## src/rtl/shift_sequencer.sv

```systemverilog
// Multi-cycle 32-bit shifter/rotator: accepts an operation, shifts up to STEP
// positions per cycle, and pulses done with the registered result.
module shift_sequencer #(
    parameter int STEP = 4
) (
    input  logic        clk,
    input  logic        rst,
    input  logic        start,
    input  logic [1:0]  op,
    input  logic [31:0] a,
    input  logic [31:0] b,
    output logic        busy,
    output logic        done,
    output logic [31:0] s
);

    localparam logic [1:0] IDLE  = 2'd0;
    localparam logic [1:0] SHIFT = 2'd1;
    localparam logic [1:0] DONE  = 2'd2;

    localparam logic [1:0] OP_SLL = 2'b00;
    localparam logic [1:0] OP_SRL = 2'b01;
    localparam logic [1:0] OP_SRA = 2'b10;
    localparam logic [1:0] OP_ROR = 2'b11;

    localparam logic [5:0] STEP_AMT = 6'(STEP);

    logic [1:0]  state;
    logic [1:0]  op_r;
    logic [31:0] work;
    logic [5:0]  cnt;
    logic [5:0]  k;
    logic [31:0] work_next;
    logic        accept;
    logic        overrange;

    // One partial shift of k positions; k is always in 1..16 when used.
    function automatic logic [31:0] shift_by(input logic [1:0] sel,
                                             input logic [31:0] v,
                                             input logic [5:0] amt);
        case (sel)
            OP_SLL:  return v << amt;
            OP_SRL:  return v >> amt;
            OP_SRA:  return $unsigned($signed(v) >>> amt);
            default: return (v >> amt) | (v << (6'd32 - amt));
        endcase
    endfunction

    function automatic logic [31:0] saturate(input logic [1:0] sel,
                                             input logic [31:0] v);
        return (sel == OP_SRA) ? {32{v[31]}} : 32'h0000_0000;
    endfunction

    assign busy      = (state == SHIFT);
    assign done      = (state == DONE);
    assign accept    = start && ((state == IDLE) || (state == DONE));
    assign overrange = (op != OP_ROR) && (|b[31:5]);
    assign k         = (cnt < STEP_AMT) ? cnt : STEP_AMT;
    assign work_next = shift_by(op_r, work, k);

    always_ff @(posedge clk or posedge rst) begin
        if (rst) begin
            state <= IDLE;
            op_r  <= OP_SLL;
            work  <= 32'h0000_0000;
            cnt   <= 6'd0;
            s     <= 32'h0000_0000;
        end else begin
            case (state)
                IDLE, DONE: begin
                    if (accept) begin
                        if (overrange) begin
                            s     <= saturate(op, a);
                            state <= DONE;
                        end else if (b[4:0] == 5'd0) begin
                            s     <= a;
                            state <= DONE;
                        end else begin
                            work  <= a;
                            cnt   <= {1'b0, b[4:0]};
                            op_r  <= op;
                            state <= SHIFT;
                        end
                    end else begin
                        state <= IDLE;
                    end
                end
                SHIFT: begin
                    work <= work_next;
                    cnt  <= cnt - k;
                    if (cnt == k) begin
                        s     <= work_next;
                        state <= DONE;
                    end
                end
                default: state <= IDLE;
            endcase
        end
    end

endmodule

```

## config.mk

```make
export PLATFORM = sky130hd
export DESIGN_NAME = shift_sequencer
export DESIGN_NICKNAME = d
export VERILOG_FILES = /design/src/rtl/shift_sequencer.sv
export SDC_FILE = /design/constraint.sdc
export NUM_CORES = 1
export LEC_CHECK = 0
export CAP_MARGIN = 20
export CORE_MARGIN = 5
export CORE_UTILIZATION = 55
export DETAILED_ROUTE_END_ITERATION = 10
export PLACE_DENSITY = 0.78
export RECOVER_POWER = 50
export SYNTH_ARGS = -nofsm -noshare
export SYNTH_HDL_FRONTEND = slang
export SYNTH_SLANG_ARGS = --single-unit
```

## constraint.sdc

```tcl
create_clock -name clk -period 5.1 [get_ports clk]
set_input_delay 0.51 -clock clk [delete_from_list [all_inputs] [get_ports clk]]
set_output_delay 0.51 -clock clk [all_outputs]
set_load 0.03 [all_outputs]
```

==> flow_metrics.py, run 1 <==
metrics = {
    "status": {
        "run_status": "finished with violations",
        "violations": "max-capacitance violations, max-slew violations",
    },
    "timing": {
        "timing.fmax_ghz": 0.247,
        "setup_ws_ns": 1.05,
        "fin_crit_sh_pct": 79.4,
        "finClkSkew_ns": 0.0104,
        "slew_headroom_pct": -52.6,
        "tns_ns": 0,
        "setup_viol": 0,
        "rsz0062_at_grt": "no",
        "fin_crit_ns": 4.05,
        "worstMarginPinSlew_ns": 2.29,
        "finalMaxSlewViolations": 40,
        "hold_violations": 0,
    },
    "routing": {
        "vias_per_cell": 7.35,
        "drtPass1Iterations": 6,
        "drtIter0Drc": 1385,
        "antenna_left": 0,
        "vias": 7457,
        "drt-total-wl_um": 25700,
        "drc": 0,
        "wl_per_cell_um": 25.3,
    },
    "floorplan": {
        "std_cell_rows": 39,
        "coreArea_sq_um": 11500,
        "io_pins": 103,
        "die_area_sq_um": 14100,
        "die_w_um": 119,
        "fp.dieH_um": 119,
        "initial_core_util_pct": 56.4,
    },
    "layout": {
        "diodes": 0,
        "fin_cells": 1015,
        "layout_common_cells": "nand2_1 (126), a21oi_1 (84), clkdlybuf4s50_1 (84)",
        "seqCellArea_sq_um": 1850,
        "multi_input_area_sq_um": 4280,
        "fill_cells": 948,
        "num-nets-final": 938,
        "drive_gt1_share_pct": 8.26,
        "synthToLayoutAreaGrowth_pct": 20.2,
        "layout_commonest_cell": "nand2_1",
    },
    "grt": {
        "grt_usage_pct": 36.0,
        "antenna_found_initial": 0,
        "overflow": 0,
        "grt_pass1_wl_um": 40600,
        "grt_pass1_vias": 7098,
        "grt_max_degree": 50,
    },
    "clock_tree": {
        "cts.repair.resized": 0,
        "cts.sinks": 74,
        "cts_max_level": 3,
        "cts_tree": "built",
        "cts_root_buf": "clkbuf_16",
        "hold_buffers": 0,
        "clk_pin_slew_ns": 0.06,
        "cts_setup_buffers": 0,
        "clk_latency_ns": 0.35,
        "cts_buffers": 9,
        "clockBufferDepth": 2,
    },
    "critical_path": {
        "critPathKind": "flop to flop",
        "path_max_fanout": 47,
        "cp_data_arrival_time_ns": 4.24,
        "endpoint_kind": "flop",
        "start_kind": "flop",
        "worst_ep_required_time_ns": 5.29,
    },
    "pwr": {
        "ir_worst_vdd_v": 0.000389,
        "power_density_nw_per_um2": 668,
        "cellLeakagePower_uw": 0.00305,
    },
    "placement": {
        "routabilityCongestion": 1.13,
        "dpl.hpwl_um": 17400,
        "place_inst": 999,
        "port_buffers": 102,
        "pre_cts_ws_ns": 1.16,
    },
    "synth": {
        "synth_cells": 817,
        "synth.distinct_cells": 69,
        "syn_area_sq_um": 6500,
        "synth-main-ff-cell": "dfrtp_1",
        "syn_nets": 888,
        "ys_async_sr_fraction_pct": 100,
        "yosys_warnings": 0,
        "synth-seq-cells": 74,
        "seq_area_frac_synth_pct": 28.5,
        "synth_edf_count": 0,
        "avgSynthCellArea_sq_um": 7.95,
    },
    "worst_hold_path": {
        "min_path_type": "flop to flop",
    },
    "job": {
        "drv_cap": 1,
    },
}
[final timing paths]
kind                               startpoint                   end  slack (ns)  cells past startpoint
setup / recovery           cnt[2]$_DFFE_PP0P_  work[27]$_DFFE_PP0P_        1.05                      8
hold / removal              s[11]$_DFFE_PP0P_     s[11]$_DFFE_PP0P_        0.51                      1
setup reg to reg           cnt[2]$_DFFE_PP0P_  work[27]$_DFFE_PP0P_        1.05                      8
hold reg to reg             s[11]$_DFFE_PP0P_     s[11]$_DFFE_PP0P_        0.51                      1
max in group asynchronous                 rst  work[17]$_DFFE_PP0P_        1.29                      3
min in group asynchronous                 rst  state[1]$_DFFE_PP0P_        1.01                      2
[layout make-up]
type	instances	share of cell area, %
Inverter	9	0.465
Clock buffer	11	3.11
Clock inverter	5	0.993
Timing Repair Buffer	119	14.7
Tap cell	143	2.29
Multi-Input combinational cell	654	54.8
Sequential cell	74	23.7
[sequential cells by signal, indices dropped and copies added (netlist names)]
| signal | cells |
|---|---|
| cnt | 6 |
| s | 32 |
| op_r | 2 |
| work | 32 |
| state | 2 |
[power by group]
part / internal [uW] / switching, uW
Combinational: 1240 / 1910
Clock: 440 / 259
Sequential: 864 / 508
[worst max-delay path, stage by stage, from the launching register on]
cell and delay (ns):
dfrtp_1 0.50, or4_4 0.82, nor2_4 0.27, inv_1 0.29, ha_1 0.68, mux4_2 0.41
and2_1 0.17, o41ai_1 0.55, o21ai_0 0.20
[through the flow]
step	hold slack (ns)	total power (uW)	instance area [sq um]	utilization, %
2_1_floorplan	0.525	3370	6500	-
3_3_place_gp	0.494	4320	7490	65.1
3_5_place_dp	0.497	4390	7490	65.1
4_1_cts	0.511	5110	7820	67.9
5_1_grt	0.536	5480	7810	67.8
6_report	0.507	5220	7810	67.8
[synthesized netlist by cell type (all sizes together) (3+ instances only)]
master,instances,area share (%)
clkbuf,55,3.2
and3,13,1.3
nor4,10,0.96
nor2,68,4.3
mux2,8,1.4
o22ai,9,0.87
a22oi,6,0.77
nand3,36,2.8
o22a,10,1.3
a222oi,3,0.46
o221ai,3,0.40
a21o,7,0.81
mux4,20,6.9
a31oi,16,1.5
nand4,3,0.29
a211o,11,1.5
a221oi,8,1.1
a21boi,5,0.58
and2,8,0.77
or3,4,0.38
nand2,126,7.3
o2bb2ai,3,0.40
a21oi,87,6.8
o211ai,6,0.69
buf,25,2.3
mux2i,54,8.3
a32oi,5,0.67
o21ai,51,3.9
o21bai,4,0.46
o41ai,4,0.65
nand2b,3,0.29
o21a,5,0.58
nor2b,4,0.38
nor3,6,0.46
dfrtp,74,28
inv,7,0.44
a211oi,22,2.5
[logic make-up after synthesis]
group	after synthesis	synth area share [%]
AND/OR/NAND/NOR	286	19.8
AO/OA/AOI/OAI	281	28.3
buffers and inverters	89	6.03
multiplexers	82	16.6
flip-flops	74	28.5
adder cells (fa/ha/maj)	2	0.385
XOR/XNOR	2	0.270
other	1	0.0577
[layer usage]
layer  routed length, um  vias to the layer above  share of wire [%]  global-route usage, %
li1                    -                     3147                  -                      -
met1                9960                     3506                 39                   51.2
met2               11100                      692                 43                   52.7
met3                3670                      112                 14                   10.9
met4                 913                        0                3.6                   11.3
met5                   0                        -                  0                      0
(Power assumes the default switching activity.)
==> run 2: changes to the inputs <==
- CORE_UTILIZATION: 55 -> 50
- PLACE_DENSITY: 0.78 -> 0.74
- clock period: 5.1 -> 3.7 ns (I/O delays scaled with it)
==> run 2 against run 1 <==
Compared with the run above:
- the run now ends clean
- sequential power increased by 39%
- critical path depth unchanged
- global-route usage increased by 0.067 points
- sequential share of layout area decreased by 0.43 points
- via count decreased by 1.0%
- worst setup slack got worse by 0.87 ns
- clock power increased by 37%
- combinational power increased by 42%
- power increased by 40%
- sequential cell count unchanged
- count of clock-buffer cells in the layout unchanged
- critical endpoint is now work[26]$_DFFE_PP0P_
- largest power group unchanged
- highest routed layer unchanged
==> flow_metrics.py, run 2 (synthesis gave the netlist of run 1 again) <==
metrics = {
    "timing": {
        "finClkSkew_ns": 0.00685,
        "slew_headroom_pct": 10.7,
        "fin_crit_sh_pct": 95.0,
        "hold_violations": 0,
        "setup_viol": 0,
        "finalMaxSlewViolations": 0,
        "timing.fmax_ghz": 0.284,
        "fin_crit_ns": 3.52,
        "hold-worst-slack_ns": 0.506,
        "tns_ns": 0,
        "rsz0062_at_grt": "no",
        "worstMarginPinSlew_ns": 1.34,
    },
    "status": {
        "run_status": "completed",
    },
    "critical_path": {
        "r2r_slack_ns": 0.18,
        "cp_data_arrival_time_ns": 3.73,
        "cp_num_buf_inv": 1,
        "r2r_start": "cnt[3]$_DFFE_PP0P_",
        "crit_path_top_delay_cell": "or4_4",
        "rr_endpoint": "work[26]$_DFFE_PP0P_",
        "endpoint_kind": "flop",
        "slowest_delay_ns": 0.68,
        "worst_ep_required_time_ns": 3.91,
        "ff2ff_path_depth": 8,
        "crit_family": "simple AND/OR/NAND/NOR gates",
        "path_max_fanout": 34,
        "critPathKind": "flop to flop",
        "crit_top_cell": "mux2i_1",
        "worstPathCellList": "or4_4, nor2_8, buf_4, mux2i_1, mux2i_1, a222oi_1, nor2_1, o21bai_1",
        "start_kind": "flop",
    },
    "clock_tree": {
        "clk_pin_slew_ns": 0.06,
        "cts_setup_buffers": 0,
        "cts_tree": "built",
        "cts_buffers": 9,
        "hold_buffers": 0,
        "cts.sinks": 74,
        "cts_root_buf": "clkbuf_16",
        "cts.repair.resized": 0,
        "clk_latency_ns": 0.34,
        "cts_max_level": 3,
        "clockBufferDepth": 2,
    },
    "layout": {
        "multi_input_area_sq_um": 4280,
        "drive_gt1_share_pct": 9.50,
        "diodes": 0,
        "num-nets-final": 951,
        "layout_common_cells": "nand2_1 (126), a21oi_1 (84), clkdlybuf4s50_1 (84)",
        "synthToLayoutAreaGrowth_pct": 22.4,
        "fill_cells": 1139,
        "layout_commonest_cell": "nand2_1",
        "reg_top3": "s: 32 flops, work: 32 flops, cnt: 6 flops",
        "fin_util_pct": 62.8,
        "seqCellArea_sq_um": 1850,
    },
    "worst_hold_path": {
        "hold_path_depth": 1,
        "min_path_type": "flop to flop",
        "hp-start": "s[28]$_DFFE_PP0P_",
        "min_to": "s[28]$_DFFE_PP0P_",
    },
    "pwr": {
        "pwr-share-clk_pct": 13.1,
        "power_density_nw_per_um2": 920,
        "combPwrFrac_pct": 61.0,
        "p_int_uw": 3570,
        "switching_share_pct": 51.2,
        "ir_worst_vdd_v": 0.000509,
        "p_seq_share_pct": 25.9,
        "p_switching_uw": 3750,
        "cellLeakagePower_uw": 0.00310,
    },
    "floorplan": {
        "die_area_sq_um": 15400,
        "fp.dieH_um": 124,
        "die_w_um": 124,
        "coreArea_sq_um": 12700,
        "initial_core_util_pct": 51.3,
        "io_pins": 103,
        "std_cell_rows": 41,
    },
    "job": {
        "drv_cap": 0,
    },
    "grt": {
        "grt_max_degree": 50,
        "grt_usage_pct": 36.1,
        "overflow": 0,
        "antenna_found_initial": 0,
        "grt_pass1_wl_um": 42000,
        "grt_pass1_vias": 7063,
    },
    "routing": {
        "antenna_left": 0,
        "drtIter0Drc": 1052,
        "vias": 7380,
        "wl_per_cell_um": 25.6,
        "drt-total-wl_um": 27000,
        "drc": 0,
        "drtPass1Iterations": 6,
        "vias_per_cell": 6.99,
    },
    "placement": {
        "port_buffers": 102,
        "routabilityCongestion": 0.996,
        "dpl.hpwl_um": 19200,
    },
}
run 2: area by class of cell:
class | instances | share of cell area, %
flip-flops and latches | 74 | 23.3
inverters | 9 | 0.456
clock inverters | 4 | 0.960
repair buffers | 132 | 15.7
multi-input cells | 654 | 53.8
well taps | 172 | 2.71
clock buffers | 11 | 3.05
run 2: power groups by stage:
stage	logic (uW)	clock network, uW	registers [uW]
after global routing	4750	998	1930
final	4460	961	1900
after CTS	4410	965	1840
after global placement	4340	0	1830
after floorplan	2830	0	1820
after detailed placement	4380	0	1850
run 2: per-stage QoR:
stage	power, uW	setup WS (ns)	std cells	area, sq um
after CTS	7220	0.236	1056	7960
after detailed placement	6230	0.252	1041	7640
after global routing	7680	0.0168	1056	7950
after floorplan	4650	0.138	817	6500
final	7320	0.184	1056	7950
after global placement	6170	0.286	1041	7640
run 2: per-layer routing:
layer  wire [um]  vias up  global-route usage [%]
met1       10800     3557                    50.9
met4         897        0                    13.6
met2       11700      571                    51.4
met3        3580       79                    11.9
met5           0        -                       0
li1            -     3173                       -
run 2: worst max-delay path by stage:
stage	startpoint	end	slack [ns]	cells after the start
global placement	cnt[3]$_DFFE_PP0P_	s[26]$_DFFE_PP0P_	0.29	8
finish	cnt[3]$_DFFE_PP0P_	work[26]$_DFFE_PP0P_	0.18	8
CTS	cnt[3]$_DFFE_PP0P_	work[27]$_DFFE_PP0P_	0.24	8
global route	cnt[2]$_DFFE_PP0P_	work[30]$_DFFE_PP0P_	0.02	11
detailed placement	cnt[3]$_DFFE_PP0P_	work[27]$_DFFE_PP0P_	0.25	8
floorplan	cnt[2]$_DFFE_PP0P_	work[27]$_DFFE_PP0P_	0.14	13
